--- src/rtl/interrupt_pkg.sv ---
`default_nettype none
// ============================================================================
// Module   : interrupt_pkg
// Purpose  : Shared defaults, ID width derivation and arbiter state encoding
//            for the interrupt pending/arbitration path.
// Revision : 1.0 - initial release
// ============================================================================
package interrupt_pkg;

    localparam int N_INTERRUPTS_DEFAULT = 32;

    // Width of an interrupt ID; never narrower than one bit.
    function automatic int id_width(input int n);
        return (n > 1) ? $clog2(n) : 1;
    endfunction

    typedef enum logic [0:0] {
        IDLE = 1'b0,
        BUSY = 1'b1
    } state_t;

endpackage
`default_nettype wire

--- src/rtl/interrupt_priority_encoder.sv ---
`default_nettype none
// ============================================================================
// Module   : interrupt_priority_encoder
// Purpose  : Combinational lowest-set-bit encoder. Index 0 has the highest
//            priority; o_valid flags that at least one bit was set.
// Revision : 1.0 - initial release
// ============================================================================
module interrupt_priority_encoder
    import interrupt_pkg::*;
#(
    parameter int N_INTERRUPTS = N_INTERRUPTS_DEFAULT,
    parameter int ID_W         = id_width(N_INTERRUPTS)
) (
    input  logic [N_INTERRUPTS-1:0] i_vec,
    output logic [ID_W-1:0]         o_idx,
    output logic                    o_valid
);

    // Scan from the top down so the last hit, the lowest set bit, wins.
    always_comb begin
        o_idx   = '0;
        o_valid = 1'b0;
        for (int i = N_INTERRUPTS - 1; i >= 0; i--) begin
            if (i_vec[i]) begin
                o_idx   = ID_W'(i);
                o_valid = 1'b1;
            end
        end
    end

endmodule
`default_nettype wire

--- src/rtl/interrupt_pending_arbiter.sv ---
`default_nettype none
// ============================================================================
// Module   : interrupt_pending_arbiter
// Purpose  : Latches per-source request pulses into a pending register and
//            presents the lowest-index enabled pending interrupt to the core,
//            serviced one at a time through a claim/complete handshake.
// Revision : 1.0 - initial release
// ============================================================================
module interrupt_pending_arbiter
    import interrupt_pkg::*;
#(
    parameter int N_INTERRUPTS = N_INTERRUPTS_DEFAULT,
    parameter int ID_W         = id_width(N_INTERRUPTS)
) (
    input  logic                    clk,
    input  logic                    rst,
    input  logic [N_INTERRUPTS-1:0] i_interrupt_requests,
    input  logic [N_INTERRUPTS-1:0] i_interrupt_enable,
    input  logic                    i_claim,
    input  logic                    i_complete,
    output logic                    o_irq,
    output logic [ID_W-1:0]         o_irq_id,
    output logic                    o_in_service,
    output logic [ID_W-1:0]         o_in_service_id,
    output logic [N_INTERRUPTS-1:0] o_pending
);

    localparam logic [N_INTERRUPTS-1:0] c_ONE = {{(N_INTERRUPTS-1){1'b0}}, 1'b1};

    state_t                  r_state;
    state_t                  w_state_next;
    logic [N_INTERRUPTS-1:0] r_pending;
    logic                    r_irq;
    logic [ID_W-1:0]         r_irq_id;
    logic [ID_W-1:0]         r_in_service_id;

    logic [N_INTERRUPTS-1:0] w_candidate;
    logic [N_INTERRUPTS-1:0] w_clear_mask;
    logic [ID_W-1:0]         w_enc_id;
    logic                    w_enc_valid;
    logic                    w_accept;
    logic                    w_irq_next;
    logic [ID_W-1:0]         w_irq_id_next;

    assign w_candidate = r_pending & i_interrupt_enable;

    interrupt_priority_encoder #(
        .N_INTERRUPTS (N_INTERRUPTS),
        .ID_W         (ID_W)
    ) u_encoder (
        .i_vec   (w_candidate),
        .o_idx   (w_enc_id),
        .o_valid (w_enc_valid)
    );

    // A claim only counts against a registered irq while idle; the bit it
    // clears is the registered irq_id, even if enables changed this cycle.
    assign w_accept     = (r_state == IDLE) && i_claim && r_irq;
    assign w_clear_mask = w_accept ? (c_ONE << r_irq_id) : '0;

    // Next state and next presented interrupt.
    always_comb begin
        w_state_next  = r_state;
        w_irq_next    = 1'b0;
        w_irq_id_next = '0;
        case (r_state)
            IDLE: begin
                if (w_accept) begin
                    w_state_next = BUSY;
                end else begin
                    w_irq_next    = w_enc_valid;
                    w_irq_id_next = w_enc_id;
                end
            end
            BUSY: begin
                if (i_complete) begin
                    w_state_next = IDLE;
                end
            end
            default: begin
                w_state_next = IDLE;
            end
        endcase
    end

    // State register.
    always_ff @(posedge clk or posedge rst) begin
        if (rst) begin
            r_state <= IDLE;
        end else begin
            r_state <= w_state_next;
        end
    end

    // Pending bits, presented interrupt and captured in-service ID.
    always_ff @(posedge clk or posedge rst) begin
        if (rst) begin
            r_pending       <= '0;
            r_irq           <= 1'b0;
            r_irq_id        <= '0;
            r_in_service_id <= '0;
        end else begin
            // A new pulse overrides a claim-clear of the same bit.
            r_pending <= (r_pending & ~w_clear_mask) | i_interrupt_requests;
            r_irq     <= w_irq_next;
            r_irq_id  <= w_irq_id_next;
            if (w_accept) begin
                r_in_service_id <= r_irq_id;
            end
        end
    end

    assign o_irq           = r_irq;
    assign o_irq_id        = r_irq_id;
    assign o_in_service    = (r_state == BUSY);
    assign o_in_service_id = r_in_service_id;
    assign o_pending       = r_pending;

endmodule
`default_nettype wire

--- config.mk ---
export PLATFORM = sky130hd
export DESIGN_NAME = interrupt_pending_arbiter
export DESIGN_NICKNAME = d
export VERILOG_FILES = /design/src/rtl/interrupt_pkg.sv /design/src/rtl/interrupt_priority_encoder.sv /design/src/rtl/interrupt_pending_arbiter.sv
export SDC_FILE = /design/constraint.sdc
export NUM_CORES = 1
export LEC_CHECK = 0
export ABC_AREA = 0
export ABC_CLOCK_PERIOD_IN_PS = 2300
export CAP_MARGIN = 25
export CORE_MARGIN = 4
export CORE_UTILIZATION = 41
export CTS_CLUSTER_DIAMETER = 200
export DETAILED_ROUTE_END_ITERATION = 12
export GPL_TIMING_DRIVEN = 0
export PLACE_DENSITY = 0.79
export SETUP_SLACK_MARGIN = 0.05
export SLEW_MARGIN = 20
export SYNTH_ARGS = -nofsm -noshare
export SYNTH_HDL_FRONTEND = slang
export SYNTH_HIERARCHICAL = 1
export SYNTH_SLANG_ARGS = --single-unit
--- constraint.sdc ---
create_clock -name clk -period 2.3 [get_ports clk]
set_clock_uncertainty 0.15 [all_clocks]
set_input_delay 0.575 -clock clk [delete_from_list [all_inputs] [get_ports clk]]
set_output_delay 0.575 -clock clk [all_outputs]
set_load 0.02 [all_outputs]
After elaboration in Yosys (flattened, before gate mapping)
Cells that the tools add are included.
{"block": "classes", "n_shift": 1, "mux": 72, "bitwise": 5, "n_reduce_logical": 2}
{"operator": "2-to-1 mux 5 bit", "n": 34}
{"operator": "bitwise AND 32 bit", "n": 2}
{"operator": "2-to-1 mux 1 bit", "n": 36}
{"operator": "2-to-1 mux 32 bit", "n": 1}
{"operator": "NOT 32 bit", "n": 1}
{"operator": "bitwise OR 32 bit", "n": 1}
{"operator": "<< shifter 1 x 5 -> 32 bit (first input constant)", "n": 1}
{"operator": "logical AND 1 bit", "n": 2}
{"operator": "one-hot mux 1 bit (2 select lines)", "n": 1}
{"operator": "NOT 1 bit", "n": 1}
{"block": "word_totals", "register_bits": 44, "in_bits": 68, "out_inout_bits": 44}

Logic depth before layout (Yosys ltp)
{"block": "depth", "depth_word": 35, "depth_mapped": 7, "ltp_nobuf": 7}

Hierarchy
The synthesis kept the hierarchy.
{"mod": "interrupt_pending_arbiter", "instances": 1, "cells_each": 180, "area_per_inst_um2": 2020.7, "seq_area_each_um2": 1101.1}
{"mod": "interrupt_priority_encoder", "instances": 1, "cells_each": 65, "area_per_inst_um2": 370.4, "seq_area_each_um2": 0.0}

Worst setup path before layout
Ideal clock, no wire load.
{"block": "synth_timing", "path_type": "input -> register", "start": "input i_interrupt_enable[28]", "end": "register r_irq_id[2], in the netlist o_irq_id[2]", "setup_time_ps": 119, "t_arrival_ps": 1813, "t_required_ps": 2031, "slack_ps": 218, "cell_stages": 7, "cell_sequence": "and2_1 or4_1 a21oi_1 o21ai_1 a21oi_1 nor4b_2 and2_1"}
{"block": "synth_via", "elab_chain_len": 32}
{"element": "start, declared", "line": "interrupt_pending_arbiter.sv:18", "source": "input logic [N_INTERRUPTS-1:0] i_interrupt_enable,"}
{"element": "bitwise AND 32 bit", "line": "interrupt_pending_arbiter.sv:45", "source": "assign w_candidate = r_pending & i_interrupt_enable;"}
{"element": "2-to-1 mux 5 bit (29 in a row)", "line": "interrupt_priority_encoder.sv:24", "source": "if (i_vec[i]) begin"}
{"element": "via w_enc_id[2]", "line": "interrupt_pending_arbiter.sv:39", "source": "logic [ID_W-1:0] w_enc_id;"}
{"element": "2-to-1 mux 5 bit", "line": "interrupt_pending_arbiter.sv:68", "source": "if (w_accept) begin"}
{"element": "2-to-1 mux 5 bit", "line": "interrupt_pending_arbiter.sv:66", "source": "case (r_state)"}
{"element": "via w_irq_id_next[2]", "line": "interrupt_pending_arbiter.sv:43", "source": "logic [ID_W-1:0] w_irq_id_next;"}
{"element": "end signal, assigned", "line": "interrupt_pending_arbiter.sv:106", "source": "r_irq_id <= w_irq_id_next;"}
{"element": "end, declared", "line": "interrupt_pending_arbiter.sv:34", "source": "logic [ID_W-1:0] r_irq_id;"}
The timed path passes the listed nets, and every way through them passes these cells.
A chain may end at the register's enable or synchronous reset.

Final worst setup path
{"block": "layout_timing", "start": "input i_interrupt_enable[31]", "end": "register r_irq_id[0], in the netlist o_irq_id[0]"}
{"block": "layout_via", "elab_chain_len": 35}
{"element": "bitwise AND 32 bit", "line": "interrupt_pending_arbiter.sv:45"}
{"element": "via w_candidate[31]", "line": "interrupt_pending_arbiter.sv:37", "source": "logic [N_INTERRUPTS-1:0] w_candidate;"}
{"element": "2-to-1 mux 5 bit (32 in a row)", "line": "interrupt_priority_encoder.sv:24"}
{"element": "via w_enc_id[0]", "line": "interrupt_pending_arbiter.sv:39"}
{"element": "2-to-1 mux 5 bit", "line": "interrupt_pending_arbiter.sv:68"}
{"element": "2-to-1 mux 5 bit", "line": "interrupt_pending_arbiter.sv:66"}
{"element": "via w_irq_id_next[0]", "line": "interrupt_pending_arbiter.sv:43"}
The timed path passes the listed nets, and every way through them passes these cells.

==> impl_results.md <==
- Status: finished clean
- Pin count of the biggest net entering global routing: 28
- #FFs+latches synth: 44
- Most frequent cells in the layout: clkdlybuf4s50_1, dfrtp_1, and2_1, a21o_1
- Final design utilization: 0.6826
- DR vias/cell: 5.358
- Area of the mapped netlist: 2391 µm²
- Setup Viol. Count Final: 0
- Register area share after synthesis: 0.4605
- Layout fillers: 464
- N_diodes: 0
- Sw frac: 0.3038
- R2R Setup Slk: 0.32 ns
- Clock slew at reported path FFs: 0.09 ns
- Final nets: 433
- Cell family with most CP delay: compound AO/OA/AOI/OAI gates
- Max-slew headroom: 0.6072
- DRT iter0 DRCs: 142
- Power share of the clock group: 0.291
- Die height: 84.37 µm
- Footprint of the multi-input gates: 1290 µm²
- Mean Syn Cell Area: 9.759 µm²
- Inserted Clock Buffers: 5
- Post-synth top flop: dfrtp_1
- Worst EP arrival: 2.34 ns
- Die area: 7117 µm²
- Max cap viols: 0
- Final ANT Viol Nets: 0
- HP Class: flip-flop to flip-flop
- Clk sinks: 44
- Tmin final: 2.250 ns
- Pleak: 0.001415 µW
- Chip width: 84.37 µm
- Power Dens Cells: 554.2 nW/µm²
- CP endpoint kind: flip-flop
- Gr usage total: 0.2081
- CTS tree: built
- Net Sw Power: 640.6 µW
- Area growth syn-to-layout: 59.13%
- Warnings, synthesis: 6
- GR Overflow Total: 0
- Pre-CTS setup slack: -0.2965 ns
- PortBufs: 111
- Yosys cell types: 37
- RSZ-0062 raised after global routing: yes
- Logic pwr share: 0.282
- Root buffer cell: clkbuf_8
- Critical Path RT: 2.39 ns
- Post-synth EDFFs: 0
- Maximum clock insertion buffer count: 2
- Tightest Pin Transition: 0.5876 ns
- Most common cell after layout, fill and taps aside: clkdlybuf4s50_1
- Post-Synthesis Cells: 245
- Core area: 5574 µm²
- Pint: 1468 µW
- Final period utilization: 0.9781
- Worst VDD drop: 0.0003667 V
- WHS: 0.3484 ns
- Fin. max-slew vios: 0
- CTS hold repair buffers: 0
- DRT Wirelength: 7363 µm
- Reg power frac: 0.427
- Final WS setup: 0.05032 ns
- Initial antenna violation count: 0
- DR pass1 iterations: 4
- Startpoint Class: input pin
- RD Place Congestion: 0.9218
- Vias in the first global route: 2,361
- Residual DRC count: 0
- Critical path class: input pin to flip-flop
- Ys async rst share: 1.000
- Cell Chain, Critical Path: clkdlybuf4s50_1 > and2_4 > nor3b_1 > nor3_1 > o31ai_1 > o2111ai_1 > a221oi_2 > and2_1
- Clock Latency Late Sink: 0.30 ns
- H-Tree Level Count: 2
- DR vias: 2,347
- Initial Util: 0.4290
- CP peak stage delay: 0.46 ns
- First-pass GRT wire length: 11,920 µm
- Routed len/inst: 16.81 µm
- I/O Pins: 112
- Worst path bufs/invs: 1
- Detailed Place HPWL: 5800 µm
- Layout cells sized above 1: 0.1175
- Register area: 1102 µm²
- Post-Syn Nets: 313
- Num rows: 27
- Critical Path Fanout Max: 3
- Hold Violations, Final: 0
- Crit path max-delay cell type: clkdlybuf4s50_1
- Max Fclk: 444.5 MHz
area by class of cell:
class,count,share of cell area
Buffer,5,0.007892
Clock buffer,5,0.01809
Clock inverter,3,0.01217
Inverter,7,0.006906
Multi-Input combinational cell,189,0.3390
Sequential cell,44,0.2897
Tap cell,72,0.02368
Timing Repair Buffer,113,0.3025
path summary, 6_finish.rpt:
kind,start,end,cells after the start
worst min register to register,o_in_service_id[2]$_DFFE_PP0P_,o_in_service_id[2]$_DFFE_PP0P_,2
worst max register to register,o_pending[29]$_DFF_PP0_,o_irq_id[2]$_DFF_PP0_,7
max in group asynchronous,rst,o_irq$_DFF_PP0_,3
min in group asynchronous,rst,o_in_service_id[3]$_DFFE_PP0P_,2
worst min-delay path,o_in_service_id[2]$_DFFE_PP0P_,o_in_service_id[2]$_DFFE_PP0P_,2
worst max-delay path,i_interrupt_enable[31],o_irq_id[0]$_DFF_PP0_,8
worst reg2reg max path, cell delays in order (launching register included):
cell     delay, ns
dfrtp_1       0.41
and2_4        0.18
or4_4         0.53
a21oi_2       0.14
o21ai_1       0.08
a21oi_1       0.19
nor4b_2       0.07
and2_1        0.14
routing by layer:
layer	up-vias	global-route usage	routed length, µm
li1	1123	-	-
met1	1113	0.2727	3116
met2	104	0.3465	3508
met3	7	0.06183	653
met4	0	0.03741	85
met5	-	0	0
cells by family (layout without fill, tap and decap cells):
group / Yosys count / after routing / synth area share
flip-flops: 44 / 44 / 0.4605
AND/OR/NAND/NOR: 129 / 129 / 0.3328
buffers and inverters: 12 / 133 / 0.02355
multiplexers: 4 / 4 / 0.01884
AO/OA/AOI/OAI: 56 / 56 / 0.1643
sequential cells by signal, summed over array words and instances, names as in the netlist:
register,flops
o_in_service_id,5
o_irq,1
o_in_service,1
o_irq_id,5
o_pending,32
power by group through the flow:
stage | Clock [µW] | Sequential, µW | Combinational, µW
2_1_floorplan | 0 | 958 | 225
5_1_grt | 664 | 915 | 635
6_report | 613 | 901 | 595
3_5_place_dp | 0 | 911 | 581
3_3_place_gp | 0 | 908 | 572
4_1_cts | 629 | 898 | 587
through the flow:
| step | power [µW] | cells | setup TNS [ns] | area [µm²] |
|---|---|---|---|---|
| final | 2109 | 438 | 0 | 3805 |
| after global routing | 2214 | 438 | -0.07124 | 3805 |
| after CTS | 2114 | 437 | 0 | 3741 |
| after detailed placement | 1493 | 429 | -1.104 | 3612 |
| after global placement | 1480 | 428 | -18.80 | 3592 |
| after floorplan | 1183 | 245 | 0 | 2391 |
Yosys cell counts, drive strengths merged (3+ instances only):
| library cell | instances | share of area |
|---|---|---|
| dfrtp | 44 | 0.46 |
| and2 | 39 | 0.10 |
| a21o | 26 | 0.082 |
| nand2 | 15 | 0.024 |
| nor2 | 15 | 0.024 |
| nand2b | 14 | 0.037 |
| a21oi | 9 | 0.019 |
| inv | 7 | 0.011 |
| nand3 | 7 | 0.015 |
| nand4 | 6 | 0.016 |
| nor3 | 6 | 0.013 |
| o21ai | 6 | 0.013 |
| buf | 5 | 0.013 |
| nor4 | 5 | 0.013 |
| and4bb | 4 | 0.021 |
| mux2 | 4 | 0.019 |
| nand4b | 4 | 0.015 |
| o31ai | 4 | 0.013 |
| nor4b | 3 | 0.019 |
what timing repair did:
action	CTS	global route
setup buffers	0	1
setup endpoints to repair	2	7
resized for setup	3	18
pin swaps	1	11
gates cloned	0	0
No activity file was read; power rests on OpenSTA's default activity.
==> RTL edit, RTL diff (same settings) <==
Take the reset off `r_pending` and load it in a clocked block of its own.
--- a/src/rtl/interrupt_pending_arbiter.sv
+++ b/src/rtl/interrupt_pending_arbiter.sv
@@ -95,19 +95,21 @@
     // Pending bits, presented interrupt and captured in-service ID.
     always_ff @(posedge clk or posedge rst) begin
         if (rst) begin
-            r_pending       <= '0;
             r_irq           <= 1'b0;
             r_irq_id        <= '0;
             r_in_service_id <= '0;
         end else begin
             // A new pulse overrides a claim-clear of the same bit.
-            r_pending <= (r_pending & ~w_clear_mask) | i_interrupt_requests;
             r_irq     <= w_irq_next;
             r_irq_id  <= w_irq_id_next;
             if (w_accept) begin
                 r_in_service_id <= r_irq_id;
             end
         end
+    end
+
+    always_ff @(posedge clk) begin
+        r_pending <= (r_pending & ~w_clear_mask) | i_interrupt_requests;
     end
 
     assign o_irq           = r_irq;
Behaviour: not the same (Yosys sat finds a counterexample within 4 cycles, from zero or initial values and one cycle with rst high).
==> RTL edit against the unedited design <==
Fmax is 0.66% higher. Synthesized area is 9.1% lower. Worst hold slack worse by 0.023 ns. Total power is 8.2% lower. Clock power is 17% lower. Wire length is 6.5% lower. Sequential cell count stayed put. Count of clock-buffer cells in the layout stayed put. Final area is 6.0% lower. Setup slack better by 0.015 ns. Sequential share of layout area is 2.6 points lower.
==> RTL edit: results (changes against the unedited design) <==
Status
The flow ran to the end, and the final reports show no timing, DRC or antenna violations.

Synthesis
The number of distinct library cell variants in the gate-level netlist after synthesis is 40 (+8.1%). The cell count after synthesis is 239 (-2.4%). The total number of yosys warnings was 6 (unchanged). The net count after synthesis was 307 (-1.9%).

By count the netlist is led by sky130_fd_sc_hd__and2_1, sky130_fd_sc_hd__a21o_1, sky130_fd_sc_hd__dfxtp_1. The most used flip-flop cell after synthesis is sky130_fd_sc_hd__dfxtp_1. The sequential area share after synthesis was 43.3% (-2.8 points).

Sorting the synthesized cells by area gives the leading types as sky130_fd_sc_hd__dfxtp_1, sky130_fd_sc_hd__dfrtp_1, sky130_fd_sc_hd__and2_1. The share of async-settable or async-resettable flops after synthesis is 27.3% (-73 points).

Placed design
The weighted congestion at the end of routability-driven global placement is 0.856 (-7.1%). The number of placed cells counting well taps is 420 (-2.1%). The setup slack after placement is -0.328 ns (-0.0313 ns). The total of buffers placed on input and output ports was 111 (unchanged).

The instance area after placement is 3370 um^2 (-6.7%). The estimated wirelength of the detail-placed design is 5300 um (-8.6%).

Clocking
The clock transition time at the flip-flop clock pins of the worst setup and hold paths is 0.09 ns (about the same). The insertion delay of the later-clocked pin in the worst-skew pair is 0.30 ns (about the same). The H-tree depth was 2 (unchanged). The maximum clock path buffer count is 2 (unchanged). The number of clock buffers inserted by TritonCTS is 5 (unchanged). The clock root buffer is sky130_fd_sc_hd__clkbuf_8.

GRT
The global-route usage over all layers is 21.4% (+0.55 points). The number of global-route vias before repair is 2215 (-6.2%). The number of antenna violations at the first check in global routing is 0 (unchanged).

The wire length of the first global-routing pass is 10600 um (-11%). The maximum number of pins on one net before global-route repair is 16 (-43%).

Setup path
The arrival time of data at the critical path endpoint is 1.51 ns (-0.83 ns). Broken down by cell family, the worst path's largest delay share belongs to buffers and inverters. The top fanout value on the critical path is 8 (+5). The largest stage delay on the critical path came to 0.68 ns (+0.22 ns). The slowest stage cell on the critical path is sky130_fd_sc_hd__clkdlybuf4s50_1.

Power
The net switching fraction of the power is 31.0% (+0.62 points). The leakage component of the power is 1.37 nW (-3.1%). The maximum resistive drop on vdd is 0.000348 V (-5.0%).

Cells and area
The total number of nets in the final design is 427 (-1.4%). The count of inserted antenna diode cells is 0 (unchanged). The layout cell share with drive strength beyond 1 came to 11.7% (-0.082 points).

The layout filler cell count is 429 (-7.5%). The final design area excluding fillers was 3580 um^2 (-6.0%).

Drt
The final wirelength is 6880 um (-6.5%). The iteration-0 DRC count of the detailed router was 136 (-4.2%). The number of detailed-routing iterations run before antenna repair was 4 (unchanged). The total via count in the routed design is 2266 (-3.5%). The average wire length per cell after detail routing is 16.0 um (-4.8%).

Min path
The path type of the worst min-delay path is flop to flop.

STA
The worst-margin pin slew was 0.617 ns (+0.0295 ns).
-- RTL edit: cell count changes in the layout (fill, tap and decap cells not counted), sizes merged, moves of 3 or more --
cell and delta:
nand3 +11, and4bb -3, dfxtp +32, nand2 -6, dfrtp -32, a21o +7, nand2b -14
-- RTL edit: cell families (layout without fill, tap and decap cells) --
family,Yosys count,after routing,share of synthesized area [%]
mux,4,4,2.07
flops,44,44,43.3
compound gates,57,57,18.5
simple gates,119,119,32.4
buf+inv,15,136,3.74
-- RTL edit: metal layers --
| metal | vias to the layer above | track usage (%) | share of wire (%) |
|---|---|---|---|
| met2 | 83 | 36.9 | 49 |
| met4 | 0 | 5.74 | 0.80 |
| met3 | 5 | 6.54 | 8.5 |
| met5 | - | 0 | 0 |
| met1 | 1076 | 25.7 | 41 |
| li1 | 1102 | - | - |
-- RTL edit: layout make-up --
type | count | share of cell area, %
multi-input combinational | 180 | 34.5
timing repair buffer | 113 | 31.8
sequential | 44 | 26.3
tap | 70 | 2.45
clock buffer | 5 | 1.92
buffer | 8 | 1.54
inverter | 7 | 0.734
clock inverter | 3 | 0.664
-- RTL edit: worst paths after layout --
kind / start / to / slack, ns / cells past startpoint
setup reg to reg: o_pending[31]$_DFF_P_ / o_irq_id[2]$_DFF_PP0_ / 0.41 / 7
max in group asynchronous: rst / o_irq_id[4]$_DFF_PP0_ / 1.27 / 2
setup / recovery: o_irq_id[3]$_DFF_PP0_ / o_irq_id[3] / 0.06 / 1
hold reg to reg: o_pending[15]$_DFF_P_ / o_pending[15]$_DFF_P_ / 0.33 / 1
hold / removal: o_pending[15]$_DFF_P_ / o_pending[15]$_DFF_P_ / 0.33 / 1
min in group asynchronous: rst / o_in_service_id[1]$_DFFE_PP0P_ / 0.41 / 2
-- RTL edit: what timing repair did --
action	4_1_cts	5_1_grt
cloned	0	0
gates resized for setup	6	21
buffers inserted	0	2
pin swaps	3	13
setup endpoints to repair	2	7
-- RTL edit: per-stage QoR --
stage	total power (W)	TNS, ns	hold WS [ns]
6_report	0.00194	0	0.325
5_1_grt	0.00203	-0.0216	0.356
3_5_place_dp	0.00143	-1.10	0.305
2_1_floorplan	0.00114	0	0.290
3_3_place_gp	0.00141	-1.00	0.296
4_1_cts	0.00193	0	0.328
-- RTL edit: power by group through the flow --
stage / Combinational (W) / Sequential, W / Clock (W)
after global placement: 0.000535 / 0.000878 / 0
after detailed placement: 0.000543 / 0.000884 / 0
after floorplan: 0.000196 / 0.000941 / 0
after CTS: 0.000550 / 0.000866 / 0.000518
after global routing: 0.000601 / 0.000877 / 0.000554
final: 0.000563 / 0.000865 / 0.000509
